$ cat config.mk
export PLATFORM = sky130hd
export DESIGN_NAME = sysbus_rr_arbiter_flat
export DESIGN_NICKNAME = d
export VERILOG_FILES = /design/src/rtl/sysbus_rr_arbiter_if.sv /design/src/rtl/sysbus_rr_arbiter.sv /design/src/flat_wrapper.sv
export SDC_FILE = /design/constraint.sdc
export NUM_CORES = 1
export LEC_CHECK = 0
export ABC_CLOCK_PERIOD_IN_PS = 2500
export BUFFER_PORTS_ARGS = -buffer_cell sky130_fd_sc_hd__clkbuf_2
export CAP_MARGIN = 20
export CORE_AREA = 2 2 223 225
export DETAILED_ROUTE_END_ITERATION = 10
export DIE_AREA = 0 0 225 227
export PLACE_DENSITY = 0.34
export SYNTH_ARGS = -nofsm -noshare
export SYNTH_HDL_FRONTEND = slang
export SYNTH_SLANG_ARGS = --single-unit
$ cat constraint.sdc
create_clock -name clk -period 2.5 [get_ports clk]
set_input_delay 0.25 -clock clk [delete_from_list [all_inputs] [get_ports clk]]
set_output_delay 0.25 -clock clk [all_outputs]
set_load 0.03 [all_outputs]
$ cat src/rtl/sysbus_rr_arbiter_if.sv
// Sysbus arbiter signal bundle: client-facing bid/request/response lanes plus the
// shared bus channels. The arbiter uses the slave view; clients and the bus model use the master view.
interface sysbus_rr_arbiter_if #(
  parameter int N_CLIENTS      = 4,
  parameter int BUS_DATA_WIDTH = 64,
  parameter int BUS_TAG_WIDTH  = 13
);
  logic [N_CLIENTS-1:0]                cli_bid;
  logic [N_CLIENTS-1:0]                cli_grant;
  logic [N_CLIENTS-1:0]                cli_reqcyc;
  logic [N_CLIENTS*BUS_DATA_WIDTH-1:0] cli_req;
  logic [N_CLIENTS*BUS_TAG_WIDTH-1:0]  cli_reqtag;
  logic [N_CLIENTS-1:0]                cli_reqack;
  logic [N_CLIENTS-1:0]                cli_respcyc;
  logic [N_CLIENTS-1:0]                cli_respack;
  logic [BUS_DATA_WIDTH-1:0]           cli_resp;
  logic [BUS_TAG_WIDTH-1:0]            cli_resptag;

  logic                                bus_reqcyc;
  logic [BUS_DATA_WIDTH-1:0]           bus_req;
  logic [BUS_TAG_WIDTH-1:0]            bus_reqtag;
  logic                                bus_reqack;
  logic                                bus_respcyc;
  logic [BUS_DATA_WIDTH-1:0]           bus_resp;
  logic [BUS_TAG_WIDTH-1:0]            bus_resptag;
  logic                                bus_respack;
  logic                                resp_orphan;

  modport slave (
    input  cli_bid, cli_reqcyc, cli_req, cli_reqtag, cli_respack,
    input  bus_reqack, bus_respcyc, bus_resp, bus_resptag,
    output cli_grant, cli_reqack, cli_respcyc, cli_resp, cli_resptag,
    output bus_reqcyc, bus_req, bus_reqtag, bus_respack, resp_orphan
  );

  modport master (
    output cli_bid, cli_reqcyc, cli_req, cli_reqtag, cli_respack,
    output bus_reqack, bus_respcyc, bus_resp, bus_resptag,
    input  cli_grant, cli_reqack, cli_respcyc, cli_resp, cli_resptag,
    input  bus_reqcyc, bus_req, bus_reqtag, bus_respack, resp_orphan
  );
endinterface

$ cat src/rtl/sysbus_rr_arbiter.sv
// N-client round-robin Sysbus arbiter: grants one owner at a time, routes its request
// channel to the bus and the response channel back, and holds ownership across response bursts.
module sysbus_rr_arbiter #(
  parameter int N_CLIENTS      = 4,
  parameter int BUS_DATA_WIDTH = 64,
  parameter int BUS_TAG_WIDTH  = 13,
  parameter int RESP_BEATS     = 8
) (
  input logic            clk,
  input logic            reset,
  sysbus_rr_arbiter_if.slave sb
);
  localparam int IDX_W = $clog2(N_CLIENTS);
  localparam int CNT_W = $clog2(RESP_BEATS + 1);

  typedef enum logic [1:0] {
    ST_IDLE  = 2'd0,
    ST_OWN   = 2'd1,
    ST_DRAIN = 2'd2
  } state_t;

  state_t                 state_reg, state_next;
  logic [IDX_W-1:0]       owner_reg, owner_next;
  logic [IDX_W-1:0]       prio_ptr_reg, prio_ptr_next;
  logic [CNT_W-1:0]       beat_cnt_reg, beat_cnt_next;
  logic                   burst_active_reg, burst_active_next;
  logic                   resp_orphan_reg, resp_orphan_next;
  logic [N_CLIENTS-1:0]   grant_reg, grant_next;

  logic [IDX_W-1:0]       pick_idx, cand_idx;
  logic                   pick_valid;
  logic                   owning, owner_bid, owner_respack, beat;

  logic [BUS_DATA_WIDTH-1:0] req_arr [N_CLIENTS];
  logic [BUS_TAG_WIDTH-1:0]  tag_arr [N_CLIENTS];

  assign owning        = (state_reg == ST_OWN);
  assign owner_bid     = sb.cli_bid[owner_reg];
  assign owner_respack = sb.cli_respack[owner_reg];
  assign beat          = owning & sb.bus_respcyc & owner_respack;

  // Scan downward so the candidate closest to prio_ptr is the last one written.
  always_comb begin
    pick_valid = 1'b0;
    pick_idx   = prio_ptr_reg;
    cand_idx   = '0;
    for (int k = N_CLIENTS - 1; k >= 0; k--) begin
      cand_idx = IDX_W'((int'(prio_ptr_reg) + k) % N_CLIENTS);
      if (sb.cli_bid[cand_idx]) begin
        pick_valid = 1'b1;
        pick_idx   = cand_idx;
      end
    end
  end

  always_ff @(posedge clk) begin
    if (reset) begin
      state_reg        <= ST_IDLE;
      owner_reg        <= '0;
      prio_ptr_reg     <= '0;
      beat_cnt_reg     <= '0;
      burst_active_reg <= 1'b0;
      resp_orphan_reg  <= 1'b0;
      grant_reg        <= '0;
    end else begin
      state_reg        <= state_next;
      owner_reg        <= owner_next;
      prio_ptr_reg     <= prio_ptr_next;
      beat_cnt_reg     <= beat_cnt_next;
      burst_active_reg <= burst_active_next;
      resp_orphan_reg  <= resp_orphan_next;
      grant_reg        <= grant_next;
    end
  end

  always_comb begin
    state_next        = state_reg;
    owner_next        = owner_reg;
    prio_ptr_next     = prio_ptr_reg;
    beat_cnt_next     = beat_cnt_reg;
    burst_active_next = burst_active_reg;
    resp_orphan_next  = resp_orphan_reg | (sb.bus_respcyc & ~owning);
    grant_next        = '0;
    case (state_reg)
      ST_IDLE: begin
        if (pick_valid) begin
          owner_next           = pick_idx;
          grant_next[pick_idx] = 1'b1;
          state_next           = ST_OWN;
        end
      end
      ST_OWN: begin
        grant_next = grant_reg;
        if (beat) begin
          if (beat_cnt_reg == CNT_W'(RESP_BEATS - 1)) begin
            beat_cnt_next     = '0;
            burst_active_next = 1'b0;
          end else begin
            beat_cnt_next     = beat_cnt_reg + 1'b1;
            burst_active_next = 1'b1;
          end
        end
        // Release looks at the post-beat burst state so a final beat and a bid
        // drop in the same cycle go straight to DRAIN.
        if (!owner_bid && !burst_active_next) begin
          state_next = ST_DRAIN;
          grant_next = '0;
        end
      end
      ST_DRAIN: begin
        prio_ptr_next = (owner_reg == IDX_W'(N_CLIENTS - 1)) ? '0 : owner_reg + 1'b1;
        state_next    = ST_IDLE;
      end
      default: state_next = ST_IDLE;
    endcase
  end

  for (genvar gi = 0; gi < N_CLIENTS; gi++) begin : g_client
    assign req_arr[gi]        = sb.cli_req[gi*BUS_DATA_WIDTH +: BUS_DATA_WIDTH];
    assign tag_arr[gi]        = sb.cli_reqtag[gi*BUS_TAG_WIDTH +: BUS_TAG_WIDTH];
    assign sb.cli_reqack[gi]  = grant_reg[gi] & sb.bus_reqack;
    assign sb.cli_respcyc[gi] = grant_reg[gi] & sb.bus_respcyc;
  end

  assign sb.cli_grant   = grant_reg;
  assign sb.bus_reqcyc  = owning & sb.cli_reqcyc[owner_reg];
  assign sb.bus_req     = owning ? req_arr[owner_reg] : '0;
  assign sb.bus_reqtag  = owning ? tag_arr[owner_reg] : '0;
  assign sb.bus_respack = owning & owner_respack;
  assign sb.cli_resp    = sb.bus_resp;
  assign sb.cli_resptag = sb.bus_resptag;
  assign sb.resp_orphan = resp_orphan_reg;
endmodule

$ cat src/flat_wrapper.sv
// flat-port wrapper written by rule: the top's interface ports become plain ports
module sysbus_rr_arbiter_flat 
#(
  parameter int N_CLIENTS      = 4,
  parameter int BUS_DATA_WIDTH = 64,
  parameter int BUS_TAG_WIDTH  = 13,
  parameter int RESP_BEATS     = 8
)
  (clk, reset, sb_cli_bid, sb_cli_reqcyc, sb_cli_req, sb_cli_reqtag, sb_cli_respack, sb_bus_reqack, sb_bus_respcyc, sb_bus_resp, sb_bus_resptag, sb_cli_grant, sb_cli_reqack, sb_cli_respcyc, sb_cli_resp, sb_cli_resptag, sb_bus_reqcyc, sb_bus_req, sb_bus_reqtag, sb_bus_respack, sb_resp_orphan);
  sysbus_rr_arbiter_if #(.N_CLIENTS(N_CLIENTS), .BUS_DATA_WIDTH(BUS_DATA_WIDTH), .BUS_TAG_WIDTH(BUS_TAG_WIDTH)) sb_i ();
  input logic clk;
  input logic reset;
  input wire logic [$bits(sb_i.cli_bid)-1:0] sb_cli_bid;
  input wire logic [$bits(sb_i.cli_reqcyc)-1:0] sb_cli_reqcyc;
  input wire logic [$bits(sb_i.cli_req)-1:0] sb_cli_req;
  input wire logic [$bits(sb_i.cli_reqtag)-1:0] sb_cli_reqtag;
  input wire logic [$bits(sb_i.cli_respack)-1:0] sb_cli_respack;
  input wire logic [$bits(sb_i.bus_reqack)-1:0] sb_bus_reqack;
  input wire logic [$bits(sb_i.bus_respcyc)-1:0] sb_bus_respcyc;
  input wire logic [$bits(sb_i.bus_resp)-1:0] sb_bus_resp;
  input wire logic [$bits(sb_i.bus_resptag)-1:0] sb_bus_resptag;
  output wire logic [$bits(sb_i.cli_grant)-1:0] sb_cli_grant;
  output wire logic [$bits(sb_i.cli_reqack)-1:0] sb_cli_reqack;
  output wire logic [$bits(sb_i.cli_respcyc)-1:0] sb_cli_respcyc;
  output wire logic [$bits(sb_i.cli_resp)-1:0] sb_cli_resp;
  output wire logic [$bits(sb_i.cli_resptag)-1:0] sb_cli_resptag;
  output wire logic [$bits(sb_i.bus_reqcyc)-1:0] sb_bus_reqcyc;
  output wire logic [$bits(sb_i.bus_req)-1:0] sb_bus_req;
  output wire logic [$bits(sb_i.bus_reqtag)-1:0] sb_bus_reqtag;
  output wire logic [$bits(sb_i.bus_respack)-1:0] sb_bus_respack;
  output wire logic [$bits(sb_i.resp_orphan)-1:0] sb_resp_orphan;
  assign sb_i.cli_bid = sb_cli_bid;
  assign sb_i.cli_reqcyc = sb_cli_reqcyc;
  assign sb_i.cli_req = sb_cli_req;
  assign sb_i.cli_reqtag = sb_cli_reqtag;
  assign sb_i.cli_respack = sb_cli_respack;
  assign sb_i.bus_reqack = sb_bus_reqack;
  assign sb_i.bus_respcyc = sb_bus_respcyc;
  assign sb_i.bus_resp = sb_bus_resp;
  assign sb_i.bus_resptag = sb_bus_resptag;
  assign sb_cli_grant = sb_i.cli_grant;
  assign sb_cli_reqack = sb_i.cli_reqack;
  assign sb_cli_respcyc = sb_i.cli_respcyc;
  assign sb_cli_resp = sb_i.cli_resp;
  assign sb_cli_resptag = sb_i.cli_resptag;
  assign sb_bus_reqcyc = sb_i.bus_reqcyc;
  assign sb_bus_req = sb_i.bus_req;
  assign sb_bus_reqtag = sb_i.bus_reqtag;
  assign sb_bus_respack = sb_i.bus_respack;
  assign sb_resp_orphan = sb_i.resp_orphan;
  sysbus_rr_arbiter #(.N_CLIENTS(N_CLIENTS), .BUS_DATA_WIDTH(BUS_DATA_WIDTH), .BUS_TAG_WIDTH(BUS_TAG_WIDTH), .RESP_BEATS(RESP_BEATS)) u_core (.clk(clk), .reset(reset), .sb(sb_i));
endmodule
## Word level (Yosys, flattened, before mapping)

Cells that the tools add are included.
W data, S select, Z words.

- Register bits: 16
- Latch bits: 0
- Memory bits (writable): 0
- Bits in read-only memories: 0
- Output and inout bits: 169
- Memories: 0

- Add/sub/neg operators: 5
- Multiply operators: 0
- Divide/modulo/power cells: 0
- Magnitude comparators: 8
- Equal/unequal tests: 6
- Shifts and indexed selects: 0
- Muxes and demuxes: 43
- Bitwise gates (word level): 16
- Reductions and logical operators: 8

Operators with widths:

| cell | count |
|---|---|
| $mux W64 | 3 |
| $bmux W64 S2 | 1 |
| $mux W13 | 3 |
| $bmux W13 S2 | 1 |
| $lt A2 B3 Y1 const B | 6 |
| $mux W1 | 15 |
| $bmux W1 S2 | 7 |
| $mux W2 | 7 |
| $and A1 B1 Y1 | 13 |
| $mux W4 | 3 |
| $pmux W4 S2 | 1 |
| $reduce_and A2 Y1 | 3 |
| $add A2 B1 Y2 const B | 2 |
| $add A2 B2 Y2 const B | 2 |
| $add A4 B1 Y4 const B | 1 |
| $eq A2 B2 Y1 const B | 2 |
| $eq A4 B3 Y1 const B | 1 |
| $pmux W2 S2 | 1 |
| $ge A3 B3 Y1 const B | 1 |
| $not A2 Y3 | 1 |
| $demux W1 S2 | 1 |
| $eq A2 B1 Y1 const B | 1 |
| $ge A2 B1 Y1 const B | 1 |
| $logic_and A1 B1 Y1 | 2 |
| other kinds (6) | 7 |

## Logic depth before layout (Yosys ltp)

- Word-level depth: 13
- Mapped depth: 6
- Depth with buffers taken out: 5

## Worst setup path after synthesis

OpenSTA, ideal clock, no wires.

- Kind: register to output
- Start point: register u_core.owner_reg[1]
- End point: output port sb_bus_respack
- Arrival time: 1.728 ns
- Required time: 2.250 ns
- Slack: 0.522 ns
- Cell stages (with the launch flop): 5
- Path buffers: 2
- Cells stage by stage: dfxtp_1 -> buf_2 -> buf_1 -> nor2b_1 -> a211oi_1

- Cells in the longest elaborated chain, start to end: 3

RTL lines:

| item | line | RTL |
|---|---|---|
| start: declaration | sysbus_rr_arbiter.sv:23 | `logic [IDX_W-1:0] owner_reg, owner_next;` |
| start signal: assignment | sysbus_rr_arbiter.sv:67 | `owner_reg <= owner_next;` |
| $bmux W1 S2 | sysbus_rr_arbiter.sv:39 | `assign owner_respack = sb.cli_respack[owner_reg];` |
| $mux W1 (implied by the code) | sysbus_rr_arbiter.sv:39 |  |
| $and A1 B1 Y1 | sysbus_rr_arbiter.sv:129 | `assign sb.bus_respack = owning & owner_respack;` |
| end: declaration | flat_wrapper.sv:30 | `output wire logic [$bits(sb_i.bus_respack)-1:0] sb_bus_respack;` |

No other way between the ends. The select of a mux whose other input is x is not followed.

## Worst setup path after layout

- Start point: register u_core.owner_reg[0]
- End point: output port sb_bus_req[32]

- Cells in the longest elaborated chain, start to end: 5

RTL lines:

| item | line | RTL |
|---|---|---|
| $not A2 Y3 (implied by the code) | sysbus_rr_arbiter.sv:127 | `assign sb.bus_req = owning ? req_arr[owner_reg] : '0;` |
| $bmux W64 S2 | sysbus_rr_arbiter.sv:127 |  |
| $mux W64 (implied by the code) (2 in series) | sysbus_rr_arbiter.sv:127 |  |
| $mux W64 | sysbus_rr_arbiter.sv:127 |  |
| end: declaration | flat_wrapper.sv:28 | `output wire logic [$bits(sb_i.bus_req)-1:0] sb_bus_req;` |

No other way between the ends. The select of a mux whose other input is x is not followed.

==> metrics.cfg <==
[sta]
fin_crit_ps = 2200
slew_headroom = 0.504
fmax_mhz = 455
slew_viol_final = 0
skew_ps = 3.60
worstMarginPinSlew_ps = 738
finalHoldViolCount = 0
timing.final.crit_share = 0.880
setup-violations-final = 0
finalSetupTns_ps = 0
rsz0062_at_grt = no

[die]
die_w_um = 225
die_y_um = 227
start_util = 0.0792
ios = 570
dieArea_um2 = 51100
rows = 81
core_um2 = 48500

[min_path]
hold_path.startpoint = sb_bus_respcyc
min_to = u_core.sb.resp_orphan
hp-class = in2reg
whs_path_depth = 3

[run]
maxCapViolCount = 0

[placed_design]
place_area_um2 = 6150
io_buffers = 415
globalplace.congestion = 0.720
hpwlAfterDp_um = 18100

[layout]
final_area_um2 = 6230
antennaDiodeCount = 0
seq_area_um2 = 328
drive_above_1_share = 0.746
nFillCells = 5563
fin_nets = 1094
area_growth_pct = 62.0
final_core_util = 0.128
multi_input_area_um2 = 2830

[worst_setup_path]
worst_r2r_path_depth = 6
slowest_stage = mux4_2
cp_cell_sequence = buf_12 > buf_12 > mux4_2 > and2_1 > clkbuf_2
cp_num_buf_inv = 3
rr_startpoint = u_core.owner_reg[1]
r2r_end = u_core.beat_cnt_reg[3]
critPathMaxStageDelay_ps = 550
critPathKind = reg2out
required_ps = 2250
reg2reg_setup_slack_ps = 620
crit_arrival_ps = 1950
critPathLaunchType = register
cp_max_fo = 23
end_kind = output pin
crit_top_cell = buf_12
crit_family = buffers and inverters

[pwr]
p_leak_uw = 0.00281
p_sw_uw = 881
intPower_uw = 1140
power_density_nw_per_um2 = 324
ir_worst_vdd_v = 0.000218
pwr-share-seq = 0.146
swShare = 0.436
power_frac_clock = 0.157
power_frac_comb = 0.697

[logic_synthesis]
netlist_area_um2 = 3840
muxShareOfSynthArea = 0.480
synth_seq_cells = 16
yosysTopAreaCell = mux4_2
netlist_top_cells_area = mux4_2 46%, buf_4 15%, and2_1 14%
yosysMostFrequentCell = and2_1
async_flop_share = 0
synth_top_area_frac = 0.463
synth_common_cells = 86 x and2_1, 79 x mux4_2, 78 x buf_4
ys_seq_area_frac = 0.0833
synth_nets = 770
synthSimpleGateAreaFrac = 0.199
synth_flop_cell = dfxtp_1
synth_top_family_by_area = multiplexers
synth_fa_ha_area_frac = 0.00651
syn_inst = 367
synth_compound_area_frac = 0.0452
synth_edf_count = 0
synth_warnings = 0
avgSynthCellArea_um2 = 10.5
synth_xor_area_frac = 0.00228
yosysUniqueCellTypes = 39

[clock_network]
tritoncts = yes
clock_latency_ps = 240
ctsHoldBuffers = 0
cts_buffers = 3
ctsRootBufferMaster = clkbuf_16
ctsResizeCount = 0
cts_sinks = 16
post_cts_buffers = 0
h-tree-depth = 1
clk_pin_slew_worst_paths_ps = 50
clockBufferDepth = 2

[drt]
viasPerCell = 3.30
firstDrtPassIters = 4
ant_nets = 0
vias = 4332
drc_errors = 0
drt_wl_total_um = 20400
drtIter0Drc = 147
wl_per_cell_um = 15.6

[global_routing]
grt_overflow = 0
grt_first_pass_wirelength_um = 27700
grt_max_degree = 45
antenna_found_initial = 0
grt_pass1_vias = 4451
grt_usage = 0.0723

[outcome]
status = finished clean

[logic make-up after synthesis]
logic type | count (synthesis)
multiplexers | 85
XOR/XNOR | 1
AO/OA/AOI/OAI | 26
buffers and inverters | 107
AND/OR/NAND/NOR | 130
flip-flops | 16
adder cells (fa/ha/maj) | 2
[routing by layer]
metal / vias to the layer above / wire, µm / GRT usage
li1: 1946 / - / -
met1: 2072 / 7920 / 0.0853
met2: 286 / 10000 / 0.127
met3: 28 / 1930 / 0.0212
met4: 0 / 602 / 0.0216
met5: - / 0 / 0
[worst reg2reg max path, stage by stage (launching register included)]
cell and delay (ps):
dfxtp_4 420, buf_12 200, nand2b_1 220, o22ai_4 210, nand2_2 130, or4_1 480
a21oi_1 150
[per-stage QoR]
step | power [µW] | hold slack (ps) | setup slack [ps] | cells
floorplan | 1390 | 391 | 522 | 367
global placement | 1730 | 461 | 527 | 1308
detailed placement | 1730 | 476 | 519 | 1308
CTS | 2070 | 369 | 249 | 1312
global route | 2150 | 411 | 193 | 1312
finish | 2020 | 371 | 300 | 1312
[worst max path at each step]
stage,to,slack (ps),from,cells past startpoint
final,sb_bus_req[32],300,u_core.owner_reg[0],5
after global routing,sb_bus_req[36],190,u_core.owner_reg[0],5
after CTS,sb_bus_req[32],250,u_core.owner_reg[0],5
after detailed placement,sb_bus_req[32],520,u_core.owner_reg[0],5
after global placement,sb_bus_req[36],530,u_core.owner_reg[0],5
after floorplan,sb_bus_respack,520,u_core.owner_reg[1],4
[power groups by stage]
stage / registers [µW] / clock network (µW) / logic [µW]
5_1_grt: 298 / 338 / 1520
3_3_place_gp: 301 / 0 / 1430
3_5_place_dp: 300 / 0 / 1430
2_1_floorplan: 299 / 0 / 1090
4_1_cts: 295 / 333 / 1440
6_report: 294 / 317 / 1410
[layout make-up]
cell class	count	share of cell area
well taps	622	0.125
multi-input cells	244	0.454
repair buffers	425	0.355
flip-flops and latches	16	0.0526
clock buffers	4	0.0127
inverters	1	0.000603
[layout by cell type (no fill, tap or decap), drive strengths merged, types with 3 or more instances in the layout]
cell,Yosys,final
nor2b,5,5
mux4,79,79
nor2,10,10
buf,95,10
mux2i,5,5
nand3,3,3
nand2b,6,6
nand2,9,9
clkbuf,11,419
and2,86,86
o21ai,3,3
a21oi,12,12
dfxtp,16,16
Power figures use the tool's default switching activity.
